### src/rtl/wave_gen_pkg.sv
// Shared waveform codes, DAC width and the elaboration-time quarter-sine generator.
// Imported by the generator, its ROM and the DAC frame stage.
package wave_gen_pkg;

    localparam int DAC_W  = 12;
    localparam int LUT_DW = 11;

    typedef enum logic [1:0] {
        WAVE_SAW = 2'b00,
        WAVE_SQR = 2'b01,
        WAVE_TRI = 2'b10,
        WAVE_SIN = 2'b11
    } wave_t;

    // Entry idx of a 2^aw-point quarter sine scaled to 0..2047; entry 0 is exactly 0.
    function automatic logic [LUT_DW-1:0] qsine_entry(input int idx, input int aw);
        real x;
        real term;
        real sum;
        real v;
        x    = (3.14159265358979 / 2.0) * real'(idx) / real'(1 << aw);
        sum  = x;
        term = x;
        for (int k = 1; k < 8; k++) begin
            term = -term * x * x / real'((2 * k) * (2 * k + 1));
            sum  = sum + term;
        end
        v = sum * 2047.0 + 0.5;
        if (v > 2047.0) v = 2047.0;
        if (v < 0.0) v = 0.0;
        return LUT_DW'($rtoi(v));
    endfunction

endpackage

### src/rtl/wave_gen_if.sv
// Control and sample bus between the waveform generator and its user.
// master drives the controls and takes samples; slave is the generator side.
interface wave_gen_if
    import wave_gen_pkg::*;
#(
    parameter int PHASE_W = 24
);
    logic               en;
    logic               phase_rst;
    logic [PHASE_W-1:0] freq_word;
    wave_t              wave_sel;
    logic [DAC_W-1:0]   data;
    logic               data_valid;

    modport master (
        output en, phase_rst, freq_word, wave_sel,
        input  data, data_valid
    );

    modport slave (
        input  en, phase_rst, freq_word, wave_sel,
        output data, data_valid
    );
endinterface

### src/rtl/wave_gen_sine_qlut.sv
// Quarter-wave sine ROM, contents computed at elaboration; synchronous read, 1-cycle latency.
module wave_gen_sine_qlut
    import wave_gen_pkg::*;
#(
    parameter int AW = 8
) (
    input  logic              clk,
    input  logic [AW-1:0]     addr,
    output logic [LUT_DW-1:0] data
);
    localparam int DEPTH = 1 << AW;

    logic [LUT_DW-1:0] rom [DEPTH];

    for (genvar i = 0; i < DEPTH; i++) begin : g_rom
        localparam logic [LUT_DW-1:0] ENTRY = qsine_entry(i, AW);
        assign rom[i] = ENTRY;
    end

    always_ff @(posedge clk) begin
        data <= rom[addr];
    end
endmodule

### src/rtl/wave_gen.sv
// DDS sample source: tick-stepped phase accumulator, saw/square/triangle/sine shaper, 2-edge latency.
// SINE_LUT_EN builds the quarter-wave ROM; without it wave_sel=11 falls back to triangle.
module wave_gen
    import wave_gen_pkg::*;
#(
    parameter int PHASE_W    = 24,
    parameter int SAMPLE_DIV = 64,
    parameter int LUT_AW     = 8
) (
    input logic        clk,
    input logic        rst,
    wave_gen_if.slave  bus
);
    localparam int DIV_W = $clog2(SAMPLE_DIV);

    if (PHASE_W < 14 || SAMPLE_DIV < 2 || LUT_AW < 1 || LUT_AW > 10) begin : g_bad_param
        $error("wave_gen: illegal parameter combination");
    end

    logic [DIV_W-1:0]   div_cnt;
    logic               tick;
    logic [PHASE_W-1:0] phase;
    logic [DAC_W-1:0]   p_cur;
    wave_t              sel_q;
    logic               s1_vld;
    logic [DAC_W-1:0]   s2_p;
    wave_t              s2_sel;
    logic               s2_vld;
    logic [DAC_W-1:0]   tri_val;
    logic [DAC_W-1:0]   sin_val;
    logic [DAC_W-1:0]   shape;

    assign tick  = bus.en && (div_cnt == DIV_W'(SAMPLE_DIV - 1));
    assign p_cur = phase[PHASE_W-1 -: DAC_W];

    always_ff @(posedge clk or posedge rst) begin
        if (rst) begin
            div_cnt <= '0;
        end else if (!bus.en || tick) begin
            div_cnt <= '0;
        end else begin
            div_cnt <= div_cnt + DIV_W'(1);
        end
    end

    // Phase clear wins over the increment, yet a coincident tick still launches a sample.
    always_ff @(posedge clk or posedge rst) begin
        if (rst) begin
            phase  <= '0;
            sel_q  <= WAVE_SAW;
            s1_vld <= 1'b0;
        end else begin
            s1_vld <= tick;
            if (bus.phase_rst) begin
                phase <= '0;
            end else if (tick) begin
                phase <= phase + bus.freq_word;
            end
            if (tick) begin
`ifdef SINE_LUT_EN
                sel_q <= bus.wave_sel;
`else
                sel_q <= (bus.wave_sel == WAVE_SIN) ? WAVE_TRI : bus.wave_sel;
`endif
            end
        end
    end

    always_ff @(posedge clk or posedge rst) begin
        if (rst) begin
            s2_vld <= 1'b0;
            s2_p   <= '0;
            s2_sel <= WAVE_SAW;
        end else begin
            s2_vld <= s1_vld;
            if (s1_vld) begin
                s2_p   <= p_cur;
                s2_sel <= sel_q;
            end
        end
    end

    assign tri_val = s2_p[11] ? ~{s2_p[10:0], 1'b0} : {s2_p[10:0], 1'b0};

`ifdef SINE_LUT_EN
    logic [LUT_AW-1:0] lut_addr;
    logic [LUT_DW-1:0] lut_q;

    // Odd quadrants walk the quarter table backwards; ROM output lines up with s2_p.
    assign lut_addr = p_cur[9 -: LUT_AW] ^ {LUT_AW{p_cur[10]}};

    wave_gen_sine_qlut #(
        .AW   (LUT_AW)
    ) u_lut (
        .clk  (clk),
        .addr (lut_addr),
        .data (lut_q)
    );

    // 0x800 + 2047 tops out at 0xFFF, so the upper half never needs saturation.
    assign sin_val = s2_p[11] ? (12'h7FF - {1'b0, lut_q}) : (12'h800 + {1'b0, lut_q});
`else
    assign sin_val = tri_val;
`endif

    always_comb begin
        shape = s2_p;
        case (s2_sel)
            WAVE_SAW: shape = s2_p;
            WAVE_SQR: shape = s2_p[11] ? 12'hFFF : 12'h000;
            WAVE_TRI: shape = tri_val;
            default:  shape = sin_val;
        endcase
    end

    always_ff @(posedge clk or posedge rst) begin
        if (rst) begin
            bus.data       <= '0;
            bus.data_valid <= 1'b0;
        end else begin
            bus.data_valid <= s2_vld;
            if (s2_vld) begin
                bus.data <= shape;
            end
        end
    end
endmodule

### src/flat_wrapper.sv
// flat-port wrapper written by rule: the top's interface ports become plain ports
module wave_gen_flat import wave_gen_pkg::*;
#(
    parameter int PHASE_W    = 24,
    parameter int SAMPLE_DIV = 64,
    parameter int LUT_AW     = 8
)
  (clk, rst, bus_en, bus_phase_rst, bus_freq_word, bus_wave_sel, bus_data, bus_data_valid);
  wave_gen_if #(.PHASE_W(PHASE_W)) bus_i ();
  input logic clk;
  input logic rst;
  input wire logic [$bits(bus_i.en)-1:0] bus_en;
  input wire logic [$bits(bus_i.phase_rst)-1:0] bus_phase_rst;
  input wire logic [$bits(bus_i.freq_word)-1:0] bus_freq_word;
  input wire logic [$bits(bus_i.wave_sel)-1:0] bus_wave_sel;
  output wire logic [$bits(bus_i.data)-1:0] bus_data;
  output wire logic [$bits(bus_i.data_valid)-1:0] bus_data_valid;
  assign bus_i.en = bus_en;
  assign bus_i.phase_rst = bus_phase_rst;
  assign bus_i.freq_word = bus_freq_word;
  assign bus_i.wave_sel = bus_wave_sel;
  assign bus_data = bus_i.data;
  assign bus_data_valid = bus_i.data_valid;
  wave_gen #(.PHASE_W(PHASE_W), .SAMPLE_DIV(SAMPLE_DIV), .LUT_AW(LUT_AW)) u_core (.clk(clk), .rst(rst), .bus(bus_i));
endmodule
### config.mk
export PLATFORM = sky130hd
export DESIGN_NAME = wave_gen_flat
export DESIGN_NICKNAME = d
export VERILOG_FILES = /design/src/rtl/wave_gen_pkg.sv /design/src/rtl/wave_gen_if.sv /design/src/rtl/wave_gen_sine_qlut.sv /design/src/rtl/wave_gen.sv /design/src/flat_wrapper.sv
export SDC_FILE = /design/constraint.sdc
export NUM_CORES = 1
export LEC_CHECK = 0
export BUFFER_PORTS_ARGS = -buffer_cell sky130_fd_sc_hd__buf_2
export CORE_MARGIN = 8
export CORE_UTILIZATION = 30
export CTS_BUF_LIST = sky130_fd_sc_hd__clkbuf_16
export CTS_CLUSTER_DIAMETER = 30
export DETAILED_ROUTE_END_ITERATION = 10
export PLACE_DENSITY = 0.45
export RECOVER_POWER = 25
export SLEW_MARGIN = 15
export SYNTH_ARGS = -nofsm -noshare
export SYNTH_HDL_FRONTEND = slang
export SYNTH_SLANG_ARGS = --single-unit
### constraint.sdc
create_clock -name clk -period 4.4 [get_ports clk]
set_clock_uncertainty 0.1 [all_clocks]
set_input_delay 0.66 -clock clk [delete_from_list [all_inputs] [get_ports clk]]
set_output_delay 0.66 -clock clk [all_outputs]
set_load 0.01 [all_outputs]
[After elaboration in Yosys (flattened, before gate mapping)]
Cells that the tools add are included.
Storage, ports and cells
  flip-flop bits (word level): 61
  input port bits: 30
  output and inout port bits: 13
  logic and storage cells: 27
Operators by class
  add/sub/neg operators: 2
  eq/ne operators: 3
  multiplexer cells: 7
  bitwise operators: 1
  reductions and logical operators: 5
Operator list (number)
  $mux W24: 2
  $add A24 B24 Y24: 1
  $mux W12: 2
  $pmux W12 S2: 1
  $not A12 Y12: 1
  $add A6 B1 Y6 const B: 1
  $eq A6 B6 Y1 const B: 1
  $mux W6: 1
  $eq A2 B1 Y1 const B: 1
  $eq A2 B2 Y1 const B: 1
  $logic_not A2 Y1: 1
  $mux W2: 1
  $reduce_bool A2 Y1: 1
  $logic_and A1 B1 Y1: 1
  $logic_not A1 Y1: 1
  $logic_or A1 B1 Y1: 1

[Depth between registers and ports, before layout]
  depth in word-level cells: 4
  gate-level depth with buffers: 9
  depth with buffers taken out: 9

[Least setup slack after synthesis]
Ideal clock, no wire load.
  path kind: input to register
  start point: input bus_freq_word[8]
  end point: register u_core.phase[23]
  library setup time: 0.128 ns
  arrival: 2.448 ns
  data required time: 4.172 ns
  slack: 1.725 ns
  stages: 8
  buffers on the path: 0
  cells stage by stage: ha_1 > nand3_1 > or2_4 > or3_1 > o32ai_1 > nor3_1 > nor3_2 > mux2_1
Between the ends
  cells in the longest elaborated chain, start to end: 3
RTL lines
  start, declared: line flat_wrapper.sv:14  | input wire logic [$bits(bus_i.freq_word)-1:0] bus_freq_word;
  $add A24 B24 Y24: line wave_gen.sv:57  | phase <= phase + bus.freq_word;
  $mux W24: line wave_gen.sv:56  | end else if (tick) begin
  $mux W24: line wave_gen.sv:54  | if (bus.phase_rst) begin
  end signal, assigned: line wave_gen.sv:57
  end, declared: line wave_gen.sv:22  | logic [PHASE_W-1:0] phase;
Every way passes these cells. The select of a mux whose other input is x is not followed.
A chain may end at the register's enable or synchronous reset.

[Worst setup path in the final report]
  start point: input bus_freq_word[0]
  end point: register u_core.phase[20]
The elaborated chain is that of the path after synthesis.

==> out/results.ini <==
[run_status]
run_status = complete, but fails checks
violations = capacitance limit, slew limit

[power_and_ir_drop]
power_density_mw_per_mm2 = 315
peakVddDrop_uv = 136
finalPower_mw = 1.39
switching_share = 0.224
power_frac_clock = 0.538
power.switching_uw = 311
combPwrFrac = 0.056
p_leak_nw = 2.21
pwr-share-seq = 0.406
p_int_mw = 1.08

[global_route]
grt_pass1_vias = 3065
track_usage = 0.122
grt_start_max_net_pins = 46
overflow = 0
grt_pass1_wl_mm = 15.7
antenna_found_initial = 0

[logic_synthesis]
ys_warn_count = 0
synth_nets = 457
synth_edf_count = 0
ys_ff_latch = 61
synthFlopType = dfrtp_1
synth_area_mm2 = 0.00373
async_flop_share = 1.00
syn_avg_cell_area_um2 = 9.29
netlist_instances = 402
synth_cell_types = 52
synth_seq_area_share = 0.409

[critical_path]
start_kind = primary input
crit_buf_inv = 1
crit_path_max_fanout = 4
critical_path.max_stage_delay_ps = 530
path_cells = buf_2 > ha_1 > fa_1 > a211oi_2 > o21ai_2 > nand2_2 > o311ai_4 > a31oi_2 > or4b_1 > nand3_1
crit_type = in2reg
path_delay_family = compound AO/OA/AOI/OAI gates
worstPathRequired_ps = 4560
end_kind = register
crit_arrival_ps = 2810
cp_slowest_cell = or4b_1

[placed_design]
dpl.hpwl_mm = 6.75
dpl-instance-area_mm2 = 0.00411
place_congestion = 0.792
numPortBuffers = 42

[cts]
path_clk_slew_ps = 50
hold_buffers = 0
root_buffer = clkbuf_16
cts_resized = 0
post_cts_buffers = 0
htreeDepth = 3
cts_num_sinks = 61
cts_tree = built
clk_latency_ps = 330
cts_buffer_depth = 2
cts_made_buffers = 9

[final_layout]
layout_commonest_cell = dfrtp_1
nets = 495
area_growth_pct = 18.1
final_area_mm2 = 0.00441
layout-drive-gt1-share = 0.182
final_cell_mix = dfrtp_1 (61), nor2_1 (49), a21oi_1 (48), buf_2 (42), nand2_1 (32)
diodes = 0

[sta]
fmax_ghz = 0.378
worstMarginPinSlew_ps = 1780
hold_violations = 0
slew_viol_final = 46
slew_headroom = -0.188
setup_viol = 0
period_minus_slack_ps = 2650
setup_tns_ps = 0
post-route-period-util = 0.601
rsz0062_at_grt = false

[floorplan]
die-area_mm2 = 0.0163
fp.dieW_um = 128
rows = 40
die_h_um = 128
io_pins = 43
core_area_mm2 = 0.0121
initial_core_util = 0.310

[detailed_routing]
drtIter0Drc = 178
ant_nets = 0
drt_first_pass_iters = 4
vias = 3054
drc = 0
totalWireLength_mm = 9.30
wl_per_cell_um = 15.2
via_per_inst = 4.98

[hold_path]
hold_class = reg2reg

[job]
max_cap_violations = 1

## sequential cells by signal, summed over array words and instances (netlist names)
| signal | cells |
|---|---|
| u_core.div_cnt | 6 |
| u_core.sel_q | 2 |
| u_core.s2_sel | 2 |
| u_core.s1_vld | 1 |
| u_core.phase | 24 |
| u_core.s2_vld | 1 |
| u_core.bus.data | 12 |
| u_core.s2_p | 12 |
| u_core.bus.data_valid | 1 |
## stage by stage
| stage | utilization | worst slack (ps) | instances | hold slack [ps] |
|---|---|---|---|---|
| 2_1_floorplan | - | 1720 | 402 | 333 |
| 3_3_place_gp | 0.340 | 1400 | 597 | 350 |
| 3_5_place_dp | 0.340 | 1410 | 597 | 354 |
| 4_1_cts | 0.366 | 1720 | 613 | 362 |
| 5_1_grt | 0.366 | 1560 | 613 | 399 |
| 6_report | 0.366 | 1750 | 613 | 360 |
## cells in the mapped netlist (4+ instances only)
cell      instances  area share
o21bai_1          4      0.0080
a22o_1            4      0.0094
nor3_1           14       0.019
buf_1             4      0.0040
a211oi_1          9       0.018
nand4b_1          4      0.0094
and3_1            4      0.0067
nor2_1           49       0.049
xnor2_1           9       0.021
o21a_1            4      0.0080
dfrtp_1          61        0.41
a21o_1            5       0.010
nand3_1           9       0.012
a31oi_1           5      0.0084
o31ai_1           4      0.0080
xor2_1           19       0.045
inv_1             8      0.0080
o21ai_0          12       0.016
nand2_1          32       0.032
a21oi_1          48       0.064
nand3b_1          6       0.012
ha_1             24       0.080
mux2_2           14       0.042
clkbuf_1         12       0.012
## final cells by class
type                            instances  area [um2]
Clock inverter                          7        81.3
Timing Repair Buffer                   44         225
Clock buffer                            9         225
Fill cell                            1239        7650
Multi-Input combinational cell        316        2110
Sequential cell                        61        1530
Inverter                                8        30.0
Tap cell                              168         210
## per-layer routing
layer / routed length (um) / track usage
met5: 0 / 0
met4: 86 / 0.0322
met3: 390 / 0.0395
met2: 4190 / 0.190
met1: 4640 / 0.158
## power by group through the flow
| stage | clock network [mW] | logic (mW) | registers (mW) |
|---|---|---|---|
| after floorplan | 0 | 0.0490 | 0.575 |
| after global placement | 0 | 0.0784 | 0.575 |
| after detailed placement | 0 | 0.0788 | 0.575 |
| after CTS | 0.770 | 0.0792 | 0.565 |
| after global routing | 0.795 | 0.0883 | 0.565 |
| final | 0.748 | 0.0773 | 0.565 |
## logic make-up (layout without fill, tap and decap cells)
| family | Yosys count | count (layout) | share of synthesized area |
|---|---|---|---|
| DFF | 61 | 61 | 0.409 |
| AOI/OAI and AO/OA | 109 | 109 | 0.189 |
| buffers and inverters | 25 | 68 | 0.0255 |
| adders and majority gates | 25 | 25 | 0.0858 |
| xor gates and xnor gates | 28 | 28 | 0.0657 |
| muxes | 16 | 16 | 0.0479 |
| and+or+nand+nor | 138 | 138 | 0.178 |
## path summary, 6_finish.rpt
path	startpoint	depth (start not counted)	slack, ps	end
setup / recovery	bus_freq_word[0]	10	1750	u_core.phase[20]
hold / removal	u_core.div_cnt[0]	1	360	u_core.div_cnt[0]
setup reg to reg	u_core.phase[14]	8	1770	u_core.phase[23]
hold reg to reg	u_core.div_cnt[0]	1	360	u_core.div_cnt[0]
max in group asynchronous	rst	3	2320	u_core.phase[4]
min in group asynchronous	rst	2	800	u_core.bus.data[11]
## worst register-to-register path, delay by kind of cell (launching register included)
kind            cells  cell delay [ps]
fa+ha+maj           1              400
simple gates        5             1110
compound gates      1              160
flops               1              410
mux                 1              340
No activity file was read; power rests on OpenSTA's default activity.
